==> src/rtl/perf_dump_pkg.sv <==
// Shared types and constants for the performance-counter dump block.
// Optional trailing checksum byte is enabled by defining PERF_DUMP_CHECKSUM_EN.
package perf_dump_pkg;

   localparam int unsigned BYTE_W = 8;
   localparam logic [BYTE_W-1:0] CSUM_INIT = 8'h00;

   typedef enum logic [1:0] {
      StIdle,
      StSend,
      StCsum,
      StDone
   } state_e;

endpackage

==> src/rtl/perf_sat_counter.sv <==
// One saturating event counter with a sticky overflow flag and synchronous clear.
module perf_sat_counter #(
   parameter int unsigned CNT_W = 32
) (
   input  logic             clk,
   input  logic             rst,
   input  logic             clear_i,
   input  logic             inc_i,
   output logic [CNT_W-1:0] count_o,
   output logic             overflow_o
);

   always_ff @(posedge clk) begin
      if (rst || clear_i) begin
         count_o    <= '0;
         overflow_o <= 1'b0;
      end else if (inc_i) begin
         // An increment at the ceiling only records the loss; the count holds.
         if (&count_o) begin
            overflow_o <= 1'b1;
         end else begin
            count_o <= count_o + CNT_W'(1);
         end
      end
   end

endmodule

==> src/rtl/perf_counter_dump.sv <==
// Per-channel event counters with snapshot and byte-serial dump over a valid/ready link.
// Defining PERF_DUMP_CHECKSUM_EN appends an XOR checksum byte after the payload.
module perf_counter_dump
   import perf_dump_pkg::*;
#(
   parameter int unsigned NUM_CH = 8,
   parameter int unsigned CNT_W  = 32
) (
   input  logic              clk,
   input  logic              rst,
   input  logic [NUM_CH-1:0] event_i,
   input  logic              enable_i,
   input  logic              clear_i,
   input  logic              dump_i,
   output logic [7:0]        tx_data_o,
   output logic              tx_valid_o,
   input  logic              tx_ready_i,
   output logic              busy_o,
   output logic              done_o,
   output logic [NUM_CH-1:0] overflow_o
);

   localparam int unsigned SNAP_W    = NUM_CH * CNT_W;
   localparam int unsigned NUM_BYTES = SNAP_W / BYTE_W;
   localparam int unsigned IDX_W     = $clog2(NUM_BYTES + 1);

   logic [SNAP_W-1:0] count_flat;
   logic [SNAP_W-1:0] shadow_q;
   logic [IDX_W-1:0]  idx_q;
   logic [IDX_W-1:0]  idx_next;
   logic [BYTE_W-1:0] next_byte;
   logic              last_byte;
   state_e            state_q;

   for (genvar k = 0; k < NUM_CH; k++) begin : g_ch
      perf_sat_counter #(
         .CNT_W(CNT_W)
      ) u_cnt (
         .clk       (clk),
         .rst       (rst),
         .clear_i   (clear_i),
         .inc_i     (enable_i & event_i[k]),
         .count_o   (count_flat[k*CNT_W +: CNT_W]),
         .overflow_o(overflow_o[k])
      );
   end

   // Channel 0 occupies the low bits, so shifting by whole bytes walks ch0 LSB first.
   assign idx_next  = idx_q + IDX_W'(1);
   assign next_byte = BYTE_W'(shadow_q >> (BYTE_W * idx_next));
   assign last_byte = (idx_q == IDX_W'(NUM_BYTES - 1));

`ifdef PERF_DUMP_CHECKSUM_EN
   logic [BYTE_W-1:0] csum_q;
`endif

   always_ff @(posedge clk) begin
      if (rst) begin
         state_q    <= StIdle;
         shadow_q   <= '0;
         idx_q      <= '0;
         tx_data_o  <= '0;
         tx_valid_o <= 1'b0;
         busy_o     <= 1'b0;
         done_o     <= 1'b0;
`ifdef PERF_DUMP_CHECKSUM_EN
         csum_q     <= CSUM_INIT;
`endif
      end else begin
         done_o <= 1'b0;
         case (state_q)
            StIdle: begin
               if (dump_i) begin
                  shadow_q   <= count_flat;
                  idx_q      <= '0;
                  tx_data_o  <= count_flat[BYTE_W-1:0];
                  tx_valid_o <= 1'b1;
                  busy_o     <= 1'b1;
                  state_q    <= StSend;
`ifdef PERF_DUMP_CHECKSUM_EN
                  csum_q     <= CSUM_INIT;
`endif
               end
            end
            StSend: begin
               if (tx_ready_i) begin
                  if (last_byte) begin
`ifdef PERF_DUMP_CHECKSUM_EN
                     // Fold in the final payload byte on its way out.
                     tx_data_o  <= csum_q ^ tx_data_o;
                     state_q    <= StCsum;
`else
                     tx_valid_o <= 1'b0;
                     busy_o     <= 1'b0;
                     done_o     <= 1'b1;
                     state_q    <= StDone;
`endif
                  end else begin
                     idx_q     <= idx_next;
                     tx_data_o <= next_byte;
`ifdef PERF_DUMP_CHECKSUM_EN
                     csum_q    <= csum_q ^ tx_data_o;
`endif
                  end
               end
            end
`ifdef PERF_DUMP_CHECKSUM_EN
            StCsum: begin
               if (tx_ready_i) begin
                  tx_valid_o <= 1'b0;
                  busy_o     <= 1'b0;
                  done_o     <= 1'b1;
                  state_q    <= StDone;
               end
            end
`endif
            StDone: begin
               state_q <= StIdle;
            end
            default: begin
               state_q <= StIdle;
            end
         endcase
      end
   end

endmodule

==> config.mk <==
export PLATFORM = sky130hd
export DESIGN_NAME = perf_counter_dump
export DESIGN_NICKNAME = d
export VERILOG_FILES = /design/src/rtl/perf_dump_pkg.sv /design/src/rtl/perf_sat_counter.sv /design/src/rtl/perf_counter_dump.sv
export SDC_FILE = /design/constraint.sdc
export NUM_CORES = 1
export LEC_CHECK = 0
export CAP_MARGIN = 20
export CORE_ASPECT_RATIO = 1.2
export CORE_UTILIZATION = 60
export CTS_BUF_LIST = sky130_fd_sc_hd__clkbuf_8
export CTS_CLUSTER_DIAMETER = 80
export DETAILED_ROUTE_END_ITERATION = 16
export GPL_TIMING_DRIVEN = 0
export PLACE_DENSITY = 0.75
export SLEW_MARGIN = 5
export SYNTH_ARGS = -nofsm -noshare
export SYNTH_HDL_FRONTEND = slang
export SYNTH_HIERARCHICAL = 1
export SYNTH_SLANG_ARGS = --single-unit
==> constraint.sdc <==
create_clock -name clk -period 3.7 [get_ports clk]
set_input_delay 0.74 -clock clk [delete_from_list [all_inputs] [get_ports clk]]
set_output_delay 0.74 -clock clk [all_outputs]
set_load 0.02 [all_outputs]
### After elaboration in Yosys (flattened, before gate mapping)

Cells that the tools add are included.
W data, S select, Z words.

* bitwise gates (word level): 18
* equal/unequal tests: 6
* shift-type cells: 1
* reduce and logical (&&, ||, !) cells: 32
* add/sub/neg operators: 9
* mux-type cells: 17

Operators by type and width (number)
* $reduce_and A33 Y1: 8
* $add A32 B1 Y32 const B: 8
* $reduce_and A32 Y1: 8
* $shr A256 B9 Y8: 1
* $mux W8: 3
* $mux W6: 3
* $reduce_and A2 Y1: 9
* $pmux W8 S2: 1
* $pmux W6 S2: 1
* $not A1 Y1: 10
* $and A1 B1 Y1: 8
* $ne A2 B2 Y1 const B: 4
* $reduce_and A4 Y1: 2
* $add A6 B1 Y6 const B: 1
* $eq A6 B5 Y1 const B: 1
* $mux W2: 3
* $mux W1: 4
* $pmux W2 S2: 1
* $reduce_and A3 Y1: 1
* $reduce_or A3 Y1: 1
* $eq A2 B1 Y1 const B: 1
* $logic_not A2 Y1: 1
* $pmux W1 S2: 1
* $reduce_bool A2 Y1: 1
* $logic_or A1 B1 Y1: 1

* word-level logic and storage cells: 105
* bits in registers: 538
* output and inout port bits: 19
* input bits: 14

### Longest topological paths before layout

Gate-level depths: netlist (run 1).

* word-level depth: 5
* gate-level depth with buffers: 8
* gate-level depth less buffers: 6

### Modules after synthesis

The synthesis (run 1) kept the hierarchy.

Modules (own cells, without submodules)
* perf_sat_counter at g_ch[0].u_cnt ...: area each 1771.7 um^2, times used 7, cells each 206, seq. area each 660.6 um^2
* perf_counter_dump: area each 11752.5 um^2, times used 1, cells each 1401, seq. area each 5485.3 um^2
* perf_sat_counter at g_ch[7].u_cnt: area each 1692.9 um^2, times used 1, cells each 198, seq. area each 660.6 um^2

### Least setup slack after synthesis (run 1)

Ideal clock, no wire load.

* kind: input -> register
* from: in event_i[7]
* to: reg g_ch[7].u_cnt.count_o[21]
* required time: 3.630 ns
* buffers on the path: 0
* library setup time: 0.070 ns
* path slack: 1.303 ns
* data arrival time: 2.327 ns
* cell stages on the path: 6
* path through: and2_1 > nand4_2 > or2_1 > or3_1 > or4_1 > a21oi_1

* cells in the longest elaborated chain, start to end: 2

Ends and longest elaborated chain
* start, declared: line perf_counter_dump.sv:11 `input logic [NUM_CH-1:0] event_i,`
* $and A1 B1 Y1: line perf_counter_dump.sv:42 `.inc_i (enable_i & event_i[k]),`
* $reduce_and A2 Y1 (no source line)
* end signal, assigned: line perf_sat_counter.sv:22 `count_o <= count_o + CNT_W'(1);`
* end, declared: line perf_sat_counter.sv:9 `output logic [CNT_W-1:0] count_o,`

No other way between the ends.
A chain may end at the register's enable or synchronous reset.

### Worst setup path in the final report (run 1)

* from: in enable_i
* to: reg g_ch[7].u_cnt.count_o[21]

* cells in the longest elaborated chain, start to end: 2

Ends and longest elaborated chain
* start, declared: line perf_counter_dump.sv:12 `input logic enable_i,`
* $and A1 B1 Y1: line perf_counter_dump.sv:42
* $reduce_and A2 Y1 (no source line)

No other way between the ends.

==> summary.txt, run 1 <==
run status = finished clean
#FFs+latches synth = 538
DP Wirelength = 54900 µm
Clock Tree Buf Depth = 3
core box area = 42200 µm²
Hold Path Class = flop to flop
CP Class = primary input to flop
Reg area = 10800 µm²
via count = 24300
worst slew pin tran = 1.19 ns
routed vias/inst = 6.42
cell count after synthesis = 3041
PD cells = 407 nW/µm²
synth warn = 6
Netlist cell types = 74
initial antenna violation count = 1
largest net degree at the start of global routing = 18
nets = 3186
Root Buffer = clkbuf_8
Avg Inst Size Synth = 8.50 µm²
register area share after synthesis = 41.7%
Area contributors post-synth = dfxtp_1, nand2_1, a21oi_1
Synth Flop Type = dfxtp_1
latest clock arrival within the worst-skew pair = 0.70 ns
Max VDD drop = 351 µV
Req. time, crit path = 4.29 ns
Final Util = 68.1%
RSZ-0062 raised after global routing = false
Pwr Total = 0.0117 W
first-pass GRT wire length = 120000 µm
Critical Path Fanout Max = 10
Clock transition at path regs = 0.06 ns
input/output buffers = 32
Routed WL = 75600 µm
FF-to-FF path depth = 7
Yosys top cell area share = 41.7%
Ports = 33
postcts setup bufs = 0
delay-heaviest family, CP = simple AND/OR/NAND/NOR gates
Wirelength per Cell = 20.0 µm
Worst path max stage delay = 1.12 ns
share of cells above drive strength 1 = 13.1%
total iterations of the first detailed-routing run = 8
DRT antenna net count = 0
worst-path cell chain = clkdlybuf4s50_1 -> and2_1 -> nand4_2 -> or2_1 -> or3_1 -> or4_1 -> a21oi_1
CP endpoint kind = flop
largest area contributor in the synthesized netlist = dfxtp_1
Slew Limit Fails = 0
area of the multi-input gates = 14000 µm²
Post-synth top cells = nand2_1, dfxtp_1, a21oi_1
global route total overflow = 0
cts hold-fix bufs = 0
fillers = 3502
final hold violations = 0
Async SR Flop Fraction = 0%
synthesized cell area = 25800 µm²
critical path's slowest cell = clkdlybuf4s50_1
max_cap viols = 0
worst path buffer plus inverter count = 1
Layout area overhead = 11.0%
Initial Util = 61.3%
CTS tree = built
die height = 229 µm
crit start category = primary input
min cycle time layout = 3.21 ns
Rows = 82
final setup vio count = 0
final critical-path share of the clock period = 86.7%
TritonCTS buffer count = 87
Overall Global Routing Usage = 34.4%
Chip Width = 191 µm
WHS Path Cells = 2
CP Depth = 7
Final Skew = 0.0474 ns
EDFF count, synth = 0
vias in the first global route = 23000
WP data arrival = 3.80 ns
DR iter-0 viols = 2124
FMAX = 312 MHz
CTS sink count = 538
GPL Wtd Cong = 0.979
Max-Slew Margin vs Limit = 20.6%
syn_nets = 3064
PostCTS Resize Cnt = 0
H-tree Lvls = 3
Die Area = 43900 µm²
residual DRC count = 0
P_leak = 9.30 nW
most common cell in the netlist = nand2_1
[final timing paths]
| kind | slack (ns) | end | start |
|---|---|---|---|
| worst max-delay path | 0.49 | g_ch[7].u_cnt/count_o[21] | enable_i |
| worst min-delay path | 0.45 | shadow_q[162] | shadow_q[162] |
| worst max register to register | 1.19 | tx_data_o[5] | idx_q[1] |
| worst min register to register | 0.45 | shadow_q[162] | shadow_q[162] |
[worst reg2reg max path: stages (launching register included)]
cell     delay (ns)
dfxtp_1        0.38
ha_1           0.34
buf_6          0.20
buf_6          0.22
mux4_2         0.55
mux2i_1        0.27
a32oi_1        0.14
a41o_1         0.28
[flip-flops by register name, indices dropped and copies added (netlist names)]
| name | flops |
|---|---|
| g_ch.u_cnt/count_o | 256 |
| tx_data_o | 8 |
| idx_q | 6 |
| g_ch.u_cnt/overflow_o | 8 |
| shadow_q | 256 |
| state_q | 2 |
| done_o | 1 |
| busy_o | 1 |
[power breakdown]
group	internal [W]	switching, W	leakage [nW]
clock network	0.00292	0.00244	1.05
registers	0.00580	0.0000107	4.33
logic	0.000125	0.000368	3.92
total	0.00885	0.00282	9.30
[layout make-up]
cell class                 instances  area share (%)
clock buffer                     112            5.37
inverter                          21           0.275
tap                              546            2.38
buffer                           193            3.58
sequential                       538            37.5
timing repair buffer              33            1.17
multi-input combinational       2289            48.7
clock inverter                    47           0.994
antenna                            2          0.0174
[per-stage QoR]
step | hold slack [ns] | TNS [ns] | instance area (µm²) | instances | setup WS [ns]
floorplan | 0.431 | 0 | 25800 | 3041 | 1.30
global placement | 0.439 | -1.22 | 26900 | 3619 | -0.174
detailed placement | 0.446 | -2.43 | 26900 | 3620 | -0.206
CTS | 0.455 | 0 | 28700 | 3779 | 0.487
global route | 0.469 | 0 | 28700 | 3779 | 0.321
finish | 0.454 | 0 | 28700 | 3781 | 0.491
[cells by family (layout without fill, tap and decap cells)]
kind of cell,after synthesis,in the layout,synth area share (%)
AOI/OAI and AO/OA,740,740,17.6
xor gates and xnor gates,38,38,1.32
adders and majority gates,9,9,0.436
buffers and inverters,214,406,4.27
DFF,538,538,41.7
muxes,81,81,6.23
other,0,2,0
and+or+nand+nor,1421,1421,28.5
[layer usage]
metal  part of all wire, %  wire length [µm]  track usage, %  up-vias
met4                   3.6              2700            15.4        0
met3                   7.5              5640            4.60      187
li1                      -                 -               -    11400
met2                    49             36700            58.1     1076
met5                     0                 0               0        -
met1                    40             30500            43.5    11600
[cell usage in the layout (no fill, tap or decap), drive strengths merged, types with 7 or more instances in the layout]
cell and count:
a21o 8, a41oi 7, or3 99, nand4 93
nor2 128, a31oi 15, a41o 15, o31ai 41
buf 110, o21a 7, dfxtp 538, o31a 8
a311oi 15, nor4 38, or2 12, clkbuf 196
o211ai 23, or4 60, ha 9, and4 51
nand2 689, mux2i 17, o21ai 114, a32oi 8
and4b 7, a21oi 440, clkinv 15, o2111ai 15
clkdlybuf4s50 32, nand3 121, xor2 14, xnor2 24
and2 16, a31o 7, inv 47, mux4 64
and3 59, o41ai 8, nor3 35
No activity file was read; power rests on OpenSTA's default activity.
==> inputs of run 2 (changes only) <==
--- a/config.mk
+++ b/config.mk
@@ -13,7 +13,7 @@
 export DETAILED_ROUTE_END_ITERATION = 16
 export GPL_TIMING_DRIVEN = 0
 export PLACE_DENSITY = 0.75
-export SLEW_MARGIN = 5
+export SLEW_MARGIN = 15
 export SYNTH_ARGS = -nofsm -noshare
 export SYNTH_HDL_FRONTEND = slang
 export SYNTH_HIERARCHICAL = 1
==> run 2 against run 1 <==
Net effect:
- register-to-register slack barely moved
- sequential power barely moved
- largest power group unchanged
- fmax fell by 2.4%
- clock skew fell by 0.024 ns
- sequential cell count did not move
- critical path depth did not move
- wire length fell by 0.19%
- critical path type unchanged
==> summary.txt, run 2 (synthesis gave the netlist of run 1 again) <==
run status = finished clean
Final Skew = 0.0229 ns (-0.0245 ns)
Req. time, crit path = 4.28 ns (about the same)
Root Buffer = clkbuf_8
largest registers = g_ch.u_cnt/count_o (256), shadow_q (256)
FMAX = 304 MHz (-2.4%)
Initial Util = 61.3% (unchanged)
WHS = 0.454 ns (-0.000306 ns)
total iterations of the first detailed-routing run = 11 (+3)
most frequent cells in the layout = nand2_1, dfxtp_1, a21oi_1, nor2_1, clkbuf_8
Rows = 82 (unchanged)
switching pwr = 0.00272 W (-3.6%)
min cycle time layout = 3.29 ns (+0.0776 ns)
Ports = 33 (unchanged)
worst slew pin tran = 1.15 ns (-0.0355 ns)
Chip Width = 191 µm (unchanged)
DRT antenna net count = 0 (unchanged)
Max-Slew Margin vs Limit = 23.0% (+2.4 points)
TritonCTS buffer count = 84 (-3.4%)
Clock transition at path regs = 0.06 ns (about the same)
fillers = 3503 (+0.029%)
Max VDD drop = 320 µV (-8.8%)
final hold violations = 0 (unchanged)
CP Class = primary input to flop
Routed WL = 75500 µm (-0.19%)
PD cells = 398 nW/µm² (-2.1%)
first-pass GRT wire length = 120000 µm (-0.32%)
crit start category = primary input
WP data arrival = 3.87 ns (+0.07 ns)
P_leak = 9.21 nW (-1.0%)
internal power = 0.00864 W (-2.3%)
worst r2r src = idx_q[1]
cts hold-fix bufs = 0 (unchanged)
share of cells above drive strength 1 = 12.9% (-0.21 points)
residual DRC count = 0 (unchanged)
Pwr Total = 0.0114 W (-2.6%)
core box area = 42200 µm² (unchanged)
Clock power frac = 44.5% (-1.5 points)
crit path launch = enable_i
nets = 3182 (-0.13%)
H-tree Lvls = 3 (unchanged)
most common cell after layout, fill and taps aside = nand2_1
Hold Path Class = flop to flop
post-place setup slack = -0.207 ns (-0.000831 ns)
final worst slack = 0.414 ns (-0.0776 ns)
max_cap viols = 0 (unchanged)
latest clock arrival within the worst-skew pair = 0.67 ns (-0.03 ns)
final critical-path share of the clock period = 88.8% (+2.1 points)
CP endpoint kind = flop
Critical Path Fanout Max = 8 (-2)
Clock Tree Buf Depth = 3 (unchanged)
die height = 229 µm (unchanged)
Die Area = 43900 µm² (unchanged)
ANT cells = 0 (-2)
sw frac = 23.9% (-0.24 points)
Logic pwr share = 4.3% (about the same)
initial antenna violation count = 0 (-1)
vias in the first global route = 22900 (-0.73%)
CTS tree = built
DP Wirelength = 54700 µm (-0.39%)
PostCTS Resize Cnt = 0 (unchanged)
via count = 24200 (-0.32%)
routed vias/inst = 6.43 (+0.18%)
DR iter-0 viols = 2163 (+1.8%)
RSZ-0062 raised after global routing = false
input/output buffers = 32 (unchanged)
global route total overflow = 0 (unchanged)
largest net degree at the start of global routing = 19 (+1)
GPL Wtd Cong = 0.979 (unchanged)
CTS sink count = 538 (unchanged)
Wirelength per Cell = 20.1 µm (+0.31%)
postcts setup bufs = 0 (unchanged)
final setup vio count = 0 (unchanged)
Seq pwr share = 51.1% (+1.3 points)
Slew Limit Fails = 0 (unchanged)
Layout area overhead = 10.4%
Worst Min Path Start = shadow_q[55]
Overall Global Routing Usage = 34.3% (-0.16 points)
[run 2: cell count changes in the layout (fill, tap and decap cells not counted), sizes merged]
cell	before	now
bufinv	3	0
clkdlybuf4s50	32	31
clkinv	15	10
clkbuf	196	198
inv	47	40
clkinvlp	3	0
diode	2	0
[run 2: worst paths after layout]
| kind | endpoint | slack, ns | depth (start not counted) |
|---|---|---|---|
| min | shadow_q[55] | 0.45 | 2 |
| max reg2reg | tx_data_o[5] | 1.19 | 7 |
| max | g_ch[7].u_cnt/count_o[21] | 0.41 | 7 |
| min reg2reg | shadow_q[55] | 0.45 | 2 |
[run 2: cell type report]
type                    count  area (µm²)  area share [%]
multi-input cells        2289       14000            49.0
flip-flops and latches    538       10800            37.7
clock buffers             114        1570            5.50
plain buffers             193        1030            3.60
well taps                 546         683            2.39
repair buffers             32         315            1.10
clock inverters            29         121           0.425
inverters                  21        78.8           0.276
[run 2: power groups by stage]
stage	logic, W	registers (W)	clock network, W
final	0.000492	0.00581	0.00506
after global routing	0.000524	0.00581	0.00539
after detailed placement	0.000481	0.00594	0
after CTS	0.000484	0.00581	0.00512
after floorplan	0.000314	0.00594	0
after global placement	0.000475	0.00594	0
[run 2: critical path: stages]
cell and delay [ns]:
clkdlybuf4s50_1 1.15, and2_1 0.43, nand4_2 0.19, or2_1 0.32, or3_1 0.39, or4_1 0.48
a21oi_1 0.15
[run 2: per-layer routing]
metal  routed length, µm  track usage [%]  up-vias
met5                   0                0        -
li1                    -                -    11400
met4                2930             16.3        0
met1               30900             44.2    11600
met2               36200             56.6     1071
met3                5390             4.41      186
[run 2: per-stage QoR]
step,std cells,utilization (%),cell area [µm²],setup TNS (ns)
after detailed placement,3619,63.7,26800,-2.03
after floorplan,3041,-,25800,0
after global routing,3762,67.7,28500,0
after CTS,3762,67.7,28500,0
final,3762,67.7,28500,0
after global placement,3619,63.7,26900,-1.22
